<file path="src/rtl/exec_unit_mp.sv">
// exec_unit_mp: in-order FIFO-fed execution unit with an add/sub slot and a multiply
// slot, whose results are merged onto a valid/ready response port by a round-robin arbiter.

module exec_unit_mp_slot #(
  parameter int LAT   = 1,
  parameter int ID_W  = 3,
  parameter int RES_W = 64
) (
  input  logic             clk,
  input  logic             rst_b,
  input  logic             start,
  input  logic [ID_W-1:0]  start_id,
  input  logic [RES_W-1:0] start_data,
  input  logic             start_err,
  input  logic             accept,
  output logic             idle,
  output logic             done,
  output logic [ID_W-1:0]  res_id,
  output logic [RES_W-1:0] res_data,
  output logic             res_err
);
  localparam int CNT_W = $clog2(LAT + 1);

  typedef enum logic [1:0] {S_IDLE, S_RUN, S_DONE} state_t;

  state_t           state_q, state_d;
  logic [CNT_W-1:0] cnt_q, cnt_d;
  logic [ID_W-1:0]  id_q, id_d;
  logic [RES_W-1:0] data_q, data_d;
  logic             err_q, err_d;

  always_ff @(posedge clk or posedge rst_b) begin
    if (rst_b) begin
      state_q <= S_IDLE;
      cnt_q   <= '0;
      id_q    <= '0;
      data_q  <= '0;
      err_q   <= 1'b0;
    end else begin
      state_q <= state_d;
      cnt_q   <= cnt_d;
      id_q    <= id_d;
      data_q  <= data_d;
      err_q   <= err_d;
    end
  end

  always_comb begin
    state_d = state_q;
    unique case (state_q)
      S_IDLE:  if (start) state_d = S_RUN;
      S_RUN:   if (cnt_q == '0) state_d = S_DONE;
      S_DONE:  if (accept) state_d = S_IDLE;
      default: state_d = S_IDLE;
    endcase
  end

  // Counter loads LAT-1 on dispatch so the slot spends exactly LAT edges in RUN.
  always_comb begin
    cnt_d  = cnt_q;
    id_d   = id_q;
    data_d = data_q;
    err_d  = err_q;
    if (state_q == S_IDLE && start) begin
      cnt_d  = CNT_W'(LAT - 1);
      id_d   = start_id;
      data_d = start_data;
      err_d  = start_err;
    end else if (state_q == S_RUN && cnt_q != '0) begin
      cnt_d = cnt_q - CNT_W'(1);
    end
  end

  always_comb begin
    idle     = (state_q == S_IDLE);
    done     = (state_q == S_DONE);
    res_id   = id_q;
    res_data = data_q;
    res_err  = err_q;
  end
endmodule

module exec_unit_mp #(
  parameter int DATA_W     = 32,
  parameter int ID_W       = 3,
  parameter int FIFO_DEPTH = 4,
  parameter int ADD_LAT    = 1,
  parameter int MUL_LAT    = 3
) (
  input  logic                              clk,
  input  logic                              rst_b,
  input  logic                              req_valid,
  input  logic [1:0]                        req_op,
  input  logic [ID_W-1:0]                   req_id,
  input  logic [DATA_W-1:0]                 req_data1,
  input  logic [DATA_W-1:0]                 req_data2,
  output logic                              fifo_full,
  output logic [$clog2(FIFO_DEPTH+1)-1:0]   fifo_count,
  output logic                              rsp_valid,
  input  logic                              rsp_ready,
  output logic [ID_W-1:0]                   rsp_id,
  output logic [2*DATA_W-1:0]               rsp_data,
  output logic                              rsp_err
);
  localparam int PTR_W = $clog2(FIFO_DEPTH);
  localparam int CNT_W = $clog2(FIFO_DEPTH + 1);
  localparam int RES_W = 2 * DATA_W;

  typedef struct packed {
    logic [1:0]        op;
    logic [ID_W-1:0]   id;
    logic [DATA_W-1:0] d1;
    logic [DATA_W-1:0] d2;
  } entry_t;

  entry_t           mem_q [FIFO_DEPTH];
  entry_t           wr_entry, head;
  logic [PTR_W-1:0] wr_ptr_q, wr_ptr_d, rd_ptr_q, rd_ptr_d;
  logic [CNT_W-1:0] count_q, count_d;
  logic             full, push, pop, head_mul;
  logic             add_start, mul_start;

  logic [DATA_W:0]   sum;
  logic [DATA_W-1:0] diff;
  logic [RES_W-1:0]  add_data, mul_data;
  logic              add_err;

  logic             add_idle, add_done, add_accept, add_res_err;
  logic             mul_idle, mul_done, mul_accept, mul_res_err;
  logic [ID_W-1:0]  add_res_id, mul_res_id;
  logic [RES_W-1:0] add_res_data, mul_res_data;

  logic ptr_mul_q, ptr_mul_d, lock_q, lock_d, lock_mul_q, lock_mul_d;
  logic gnt_mul, accept;

  always_ff @(posedge clk or posedge rst_b) begin
    if (rst_b) begin
      wr_ptr_q   <= '0;
      rd_ptr_q   <= '0;
      count_q    <= '0;
      ptr_mul_q  <= 1'b0;
      lock_q     <= 1'b0;
      lock_mul_q <= 1'b0;
    end else begin
      wr_ptr_q   <= wr_ptr_d;
      rd_ptr_q   <= rd_ptr_d;
      count_q    <= count_d;
      ptr_mul_q  <= ptr_mul_d;
      lock_q     <= lock_d;
      lock_mul_q <= lock_mul_d;
    end
  end

  // Storage needs no reset: stale entries are unreachable once the pointers clear.
  always_ff @(posedge clk) begin
    if (push) mem_q[wr_ptr_q] <= wr_entry;
  end

  always_comb begin
    full      = (count_q == CNT_W'(FIFO_DEPTH));
    push      = req_valid && !full;
    wr_entry  = {req_op, req_id, req_data1, req_data2};
    head      = mem_q[rd_ptr_q];
    head_mul  = (head.op == 2'b10);
    pop       = (count_q != '0) && (head_mul ? mul_idle : add_idle);
    add_start = pop && !head_mul;
    mul_start = pop && head_mul;
    wr_ptr_d  = wr_ptr_q + PTR_W'(push);
    rd_ptr_d  = rd_ptr_q + PTR_W'(pop);
    count_d   = count_q + CNT_W'(push) - CNT_W'(pop);
  end

  // Illegal ops share the add slot and carry a zero result with the error flag.
  always_comb begin
    sum  = {1'b0, head.d1} + {1'b0, head.d2};
    diff = head.d1 - head.d2;
    case (head.op)
      2'b00:   add_data = {{(DATA_W-1){1'b0}}, sum};
      2'b01:   add_data = {{DATA_W{1'b0}}, diff};
      default: add_data = '0;
    endcase
    add_err  = (head.op == 2'b11);
    mul_data = {{DATA_W{1'b0}}, head.d1} * {{DATA_W{1'b0}}, head.d2};
  end

  exec_unit_mp_slot #(.LAT(ADD_LAT), .ID_W(ID_W), .RES_W(RES_W)) u_add (
    .clk(clk), .rst_b(rst_b),
    .start(add_start), .start_id(head.id), .start_data(add_data), .start_err(add_err),
    .accept(add_accept),
    .idle(add_idle), .done(add_done),
    .res_id(add_res_id), .res_data(add_res_data), .res_err(add_res_err)
  );

  exec_unit_mp_slot #(.LAT(MUL_LAT), .ID_W(ID_W), .RES_W(RES_W)) u_mul (
    .clk(clk), .rst_b(rst_b),
    .start(mul_start), .start_id(head.id), .start_data(mul_data), .start_err(1'b0),
    .accept(mul_accept),
    .idle(mul_idle), .done(mul_done),
    .res_id(mul_res_id), .res_data(mul_res_data), .res_err(mul_res_err)
  );

  // A stalled response keeps its grant so the other slot finishing cannot swap it out.
  always_comb begin
    if (lock_q)                gnt_mul = lock_mul_q;
    else if (add_done && mul_done) gnt_mul = ptr_mul_q;
    else                       gnt_mul = mul_done;
    rsp_valid  = add_done || mul_done;
    accept     = rsp_valid && rsp_ready;
    add_accept = accept && !gnt_mul;
    mul_accept = accept && gnt_mul;
    ptr_mul_d  = accept ? !gnt_mul : ptr_mul_q;
    lock_d     = rsp_valid && !rsp_ready;
    lock_mul_d = gnt_mul;
  end

  always_comb begin
    rsp_id   = '0;
    rsp_data = '0;
    rsp_err  = 1'b0;
    if (rsp_valid) begin
      rsp_id   = gnt_mul ? mul_res_id   : add_res_id;
      rsp_data = gnt_mul ? mul_res_data : add_res_data;
      rsp_err  = gnt_mul ? mul_res_err  : add_res_err;
    end
    fifo_full  = full;
    fifo_count = count_q;
  end
endmodule

</file>
<file path="config.mk">
export PLATFORM = sky130hd
export DESIGN_NAME = exec_unit_mp
export DESIGN_NICKNAME = d
export VERILOG_FILES = /design/src/rtl/exec_unit_mp.sv
export SDC_FILE = /design/constraint.sdc
export NUM_CORES = 2
export LEC_CHECK = 0
export ABC_AREA = 1
export CAP_MARGIN = 20
export CORE_MARGIN = 10
export CORE_UTILIZATION = 40
export DETAILED_ROUTE_END_ITERATION = 7
export GPL_ROUTABILITY_DRIVEN = 0
export MAX_ROUTING_LAYER = met4
export PLACE_DENSITY = 0.65
export SLEW_MARGIN = 30
export SYNTH_ARGS = -nofsm -noshare
export SYNTH_HDL_FRONTEND = slang
export SYNTH_SLANG_ARGS = --single-unit
</file>
<file path="constraint.sdc">
create_clock -name clk -period 7 [get_ports clk]
set_input_delay 1.4 -clock clk [delete_from_list [all_inputs] [get_ports clk]]
set_output_delay 1.4 -clock clk [all_outputs]
set_load 0.005 [all_outputs]
</file>
==> flow_summary_export.csv <==
group,metric,value,unit
outcome,status,"complete, but fails checks",
outcome,violations,"negative setup slack",
detailed_routing,drtIter0Drc,4651,
logic_synthesis,ys_ff_latch,397,
sta,hold_viol,0,
detailed_routing,wl_per_cell,20.9,um
die,chipHeight,388,um
sta,layout_min_cycle_time,7720,ps
sta,finalMaxSlewViolations,0,
hold_path,min_from,"u_mul.res_data[47]$_DFFE_PP0P_",
hold_path,hold_path.class,"flip-flop to flip-flop",
sta,fin_crit_sh,110,%
detailed_routing,antenna_left,0,
hold_path,min_path_cells,2,
grt,grt-ovfl-total,0,
sta,final.setup_skew,40.9,ps
logic_synthesis,ys_warn_count,0,
setup_path,cp_max_fo,8,
setup_path,r2r_slack,-720,ps
setup_path,required,7500,ps
logic_synthesis,netlist_instances,6614,
setup_path,slowest_stage,"dfrtp_4",
placed_design,numPortBuffers,145,
setup_path,rr_startpoint,"rd_ptr_q[0]$_DFF_PP0_",
logic_synthesis,synth_area_leaders,"fa_1 (33%), edfxtp_1 (15%), nand2_1 (12%)",
setup_path,worstPathArrival,8220,ps
grt,grt_pass1_wl,290000,um
logic_synthesis,avgSynthCellArea,8.18,um^2
setup_path,worstSetupPathType,"flip-flop to flip-flop",
grt,grt.total_usage,25.8,%
grt,antenna_found_initial,5,
clocking,htree_num_levels,2,
logic_synthesis,yosysTopAreaCell,"fa_1",
sta,setup_viol,53,
die,die_w,388,um
final_layout,seq_area,11300,um^2
die,start_util,40.4,%
final_layout,layout-drive-gt1-share,17.6,%
setup_path,slowest_delay,540,ps
hold_path,whs_endpoint,"u_mul.res_data[47]$_DFFE_PP0P_",
detailed_routing,routed_wl,190000,um
setup_path,cp-end-kind,"flip-flop",
sta,rsz0062_at_grt,"yes",
clocking,clkSinkCount,397,
clocking,cts_buffers,46,
placed_design,hpwl,157000,um
clocking,clock_latency,650,ps
sta,worst_pin_slew,943,ps
logic_synthesis,yosysTopAreaCellShare,33.2,%
setup_path,reg2reg_depth,30,
clocking,clk_path_buf_depth,3,
logic_synthesis,synthTopCellsByCount,"nand2_1 (1674), inv_1 (1415), fa_1 (898)",
sta,max_freq,0.130,GHz
grt,grt_pass1_vias,49000,
detailed_routing,viasPerCell,5.20,
clocking,clkTransAtPathRegs,60,ps
detailed_routing,dr_total_vias,47300,
die,coreArea,134000,um^2
run,max_cap_viol_count,0,
grt,grt_max_degree,57,
die,ios,146,
sta,worst_slack,-720,ps
sta,slew-limit-headroom,37.1,%
final_layout,num-fill-cells,12300,
clocking,cts_tree,"built",
setup_path,startpoint_type,"flip-flop",
logic_synthesis,synth.most_common_cell,"nand2_1",
clocking,postCtsHoldBufs,0,
die,die_area,150000,um^2
logic_synthesis,synth_ff_type,"edfxtp_1",
logic_synthesis,ys_types,40,
logic_synthesis,mappedNetlistArea,54100,um^2
logic_synthesis,ys_seq_area_share,20.9,%
logic_synthesis,asyncSetResetFlopFracSynth,30.5,%
clocking,clockRootBuffer,"clkbuf_16",
final_layout,layout.nets,8581,
final_layout,syn_to_final_growth,24.8,%
die,row_count,134,
setup_path,r2r-end,"u_mul.res_data[27]$_DFFE_PP0P_",
final_layout,multi_input_area,38300,um^2
sta,setup_tns,-28400,ps
detailed_routing,drcViolationCount,0,
setup_path,cpMostUsedCell,"fa_1",
logic_synthesis,synth_edf_count,276,
detailed_routing,first_pass_iters,8,
logic_synthesis,syn_nets,7918,
-- cell usage in the layout, fill, tap and decap left out, types with 36 or more instances in the layout --
cell / synthesis / routed
nand2_1: 1674 / 1587
inv_1: 1415 / 1376
fa_1: 898 / 862
nor2_1: 819 / 708
buf_4: 5 / 573
ha_1: 333 / 287
edfxtp_1: 276 / 276
nand3_1: 203 / 195
a21oi_1: 192 / 160
clkdlybuf4s50_1: 0 / 145
o21ai_0: 129 / 123
dfrtp_1: 121 / 119
buf_12: 0 / 104
nor2_2: 2 / 81
nand2_2: 2 / 73
inv_2: 37 / 50
clkbuf_16: 0 / 49
a32oi_2: 21 / 42
buf_6: 5 / 42
ha_4: 0 / 40
o21ai_1: 35 / 38
fa_2: 0 / 36
-- cells by family after synthesis --
family	share of synthesized area [%]
AND/OR/NAND/NOR	20.0
flip-flops	20.9
buffers and inverters	12.3
XOR/XNOR	0.761
AO/OA/AOI/OAI	5.16
adder cells (fa/ha/maj)	40.9
-- flip-flops by register name, summed over array words and instances (netlist names), 3 cells and up --
signal	flops
u_add.res_data	33
u_add.res_id	3
fifo_count	3
mem_q	276
u_mul.res_id	3
u_mul.res_data	64
-- area by class of cell --
cell class / instances / area share, %
antenna: 5 / 0.0185
clock buffer: 52 / 1.74
clock inverter: 33 / 0.577
inverter: 1454 / 8.27
multi-input combinational: 4503 / 56.7
sequential: 397 / 16.8
tap: 1768 / 3.28
timing repair buffer: 873 / 12.6
timing repair inverter: 2 / 0.0278
-- timing repair --
action	in CTS	in global routing
endpoints found under the hold margin	0	0
setup endpoints to repair	54	54
pin swaps	75	92
setup buffers	45	27
gates resized for setup	290	260
cloned	4	3
-- critical path, delay by kind of cell, from the launching register on --
kind                     cells  cell delay [ps]
AO/OA/AOI/OAI                3              540
AND/OR/NAND/NOR              6              690
buffers and inverters       11             1350
adder cells (fa/ha/maj)      9             4260
flip-flops                   1              540
XOR/XNOR                     1              180
-- how the worst max path moves through the flow --
stage | start | endpoint | slack, ps | cells after the start
detailed placement | rd_ptr_q[0]$_DFF_PP0_ | u_mul.res_data[57]$_DFFE_PP0P_ | -1310 | 31
global placement | rd_ptr_q[0]$_DFF_PP0_ | u_mul.res_data[57]$_DFFE_PP0P_ | -1190 | 32
global route | rd_ptr_q[0]$_DFF_PP0_ | u_mul.res_data[59]$_DFFE_PP0P_ | -930 | 33
CTS | rd_ptr_q[0]$_DFF_PP0_ | u_mul.res_data[47]$_DFFE_PP0P_ | -640 | 33
finish | rd_ptr_q[0]$_DFF_PP0_ | u_mul.res_data[27]$_DFFE_PP0P_ | -720 | 30
floorplan | rd_ptr_q[0]$_DFF_PP0_ | u_mul.res_data[59]$_DFFE_PP0P_ | -20 | 33
-- metrics by stage --
step / instance area [um^2] / utilization (%) / setup slack (ps) / cells / hold slack [ps]
6_report: 67500 / 50.4 / -720 / 9087 / 481
5_1_grt: 67500 / 50.4 / -932 / 9087 / 496
4_1_cts: 66200 / 49.4 / -639 / 9052 / 480
3_5_place_dp: 63000 / 47.0 / -1310 / 8918 / 463
3_3_place_gp: 63000 / 47.0 / -1190 / 8918 / 460
2_1_floorplan: 54400 / - / -17.0 / 6614 / 444
-- metal layers --
layer	GRT usage, %	wire length (um)
met4	13.4	12900
met3	5.22	18600
met1	31.3	72100
met5	-	0
met2	40.4	86200
Power is not shown: default switching activity piles up to over one toggle a cycle in this logic, so the estimate is an artifact.
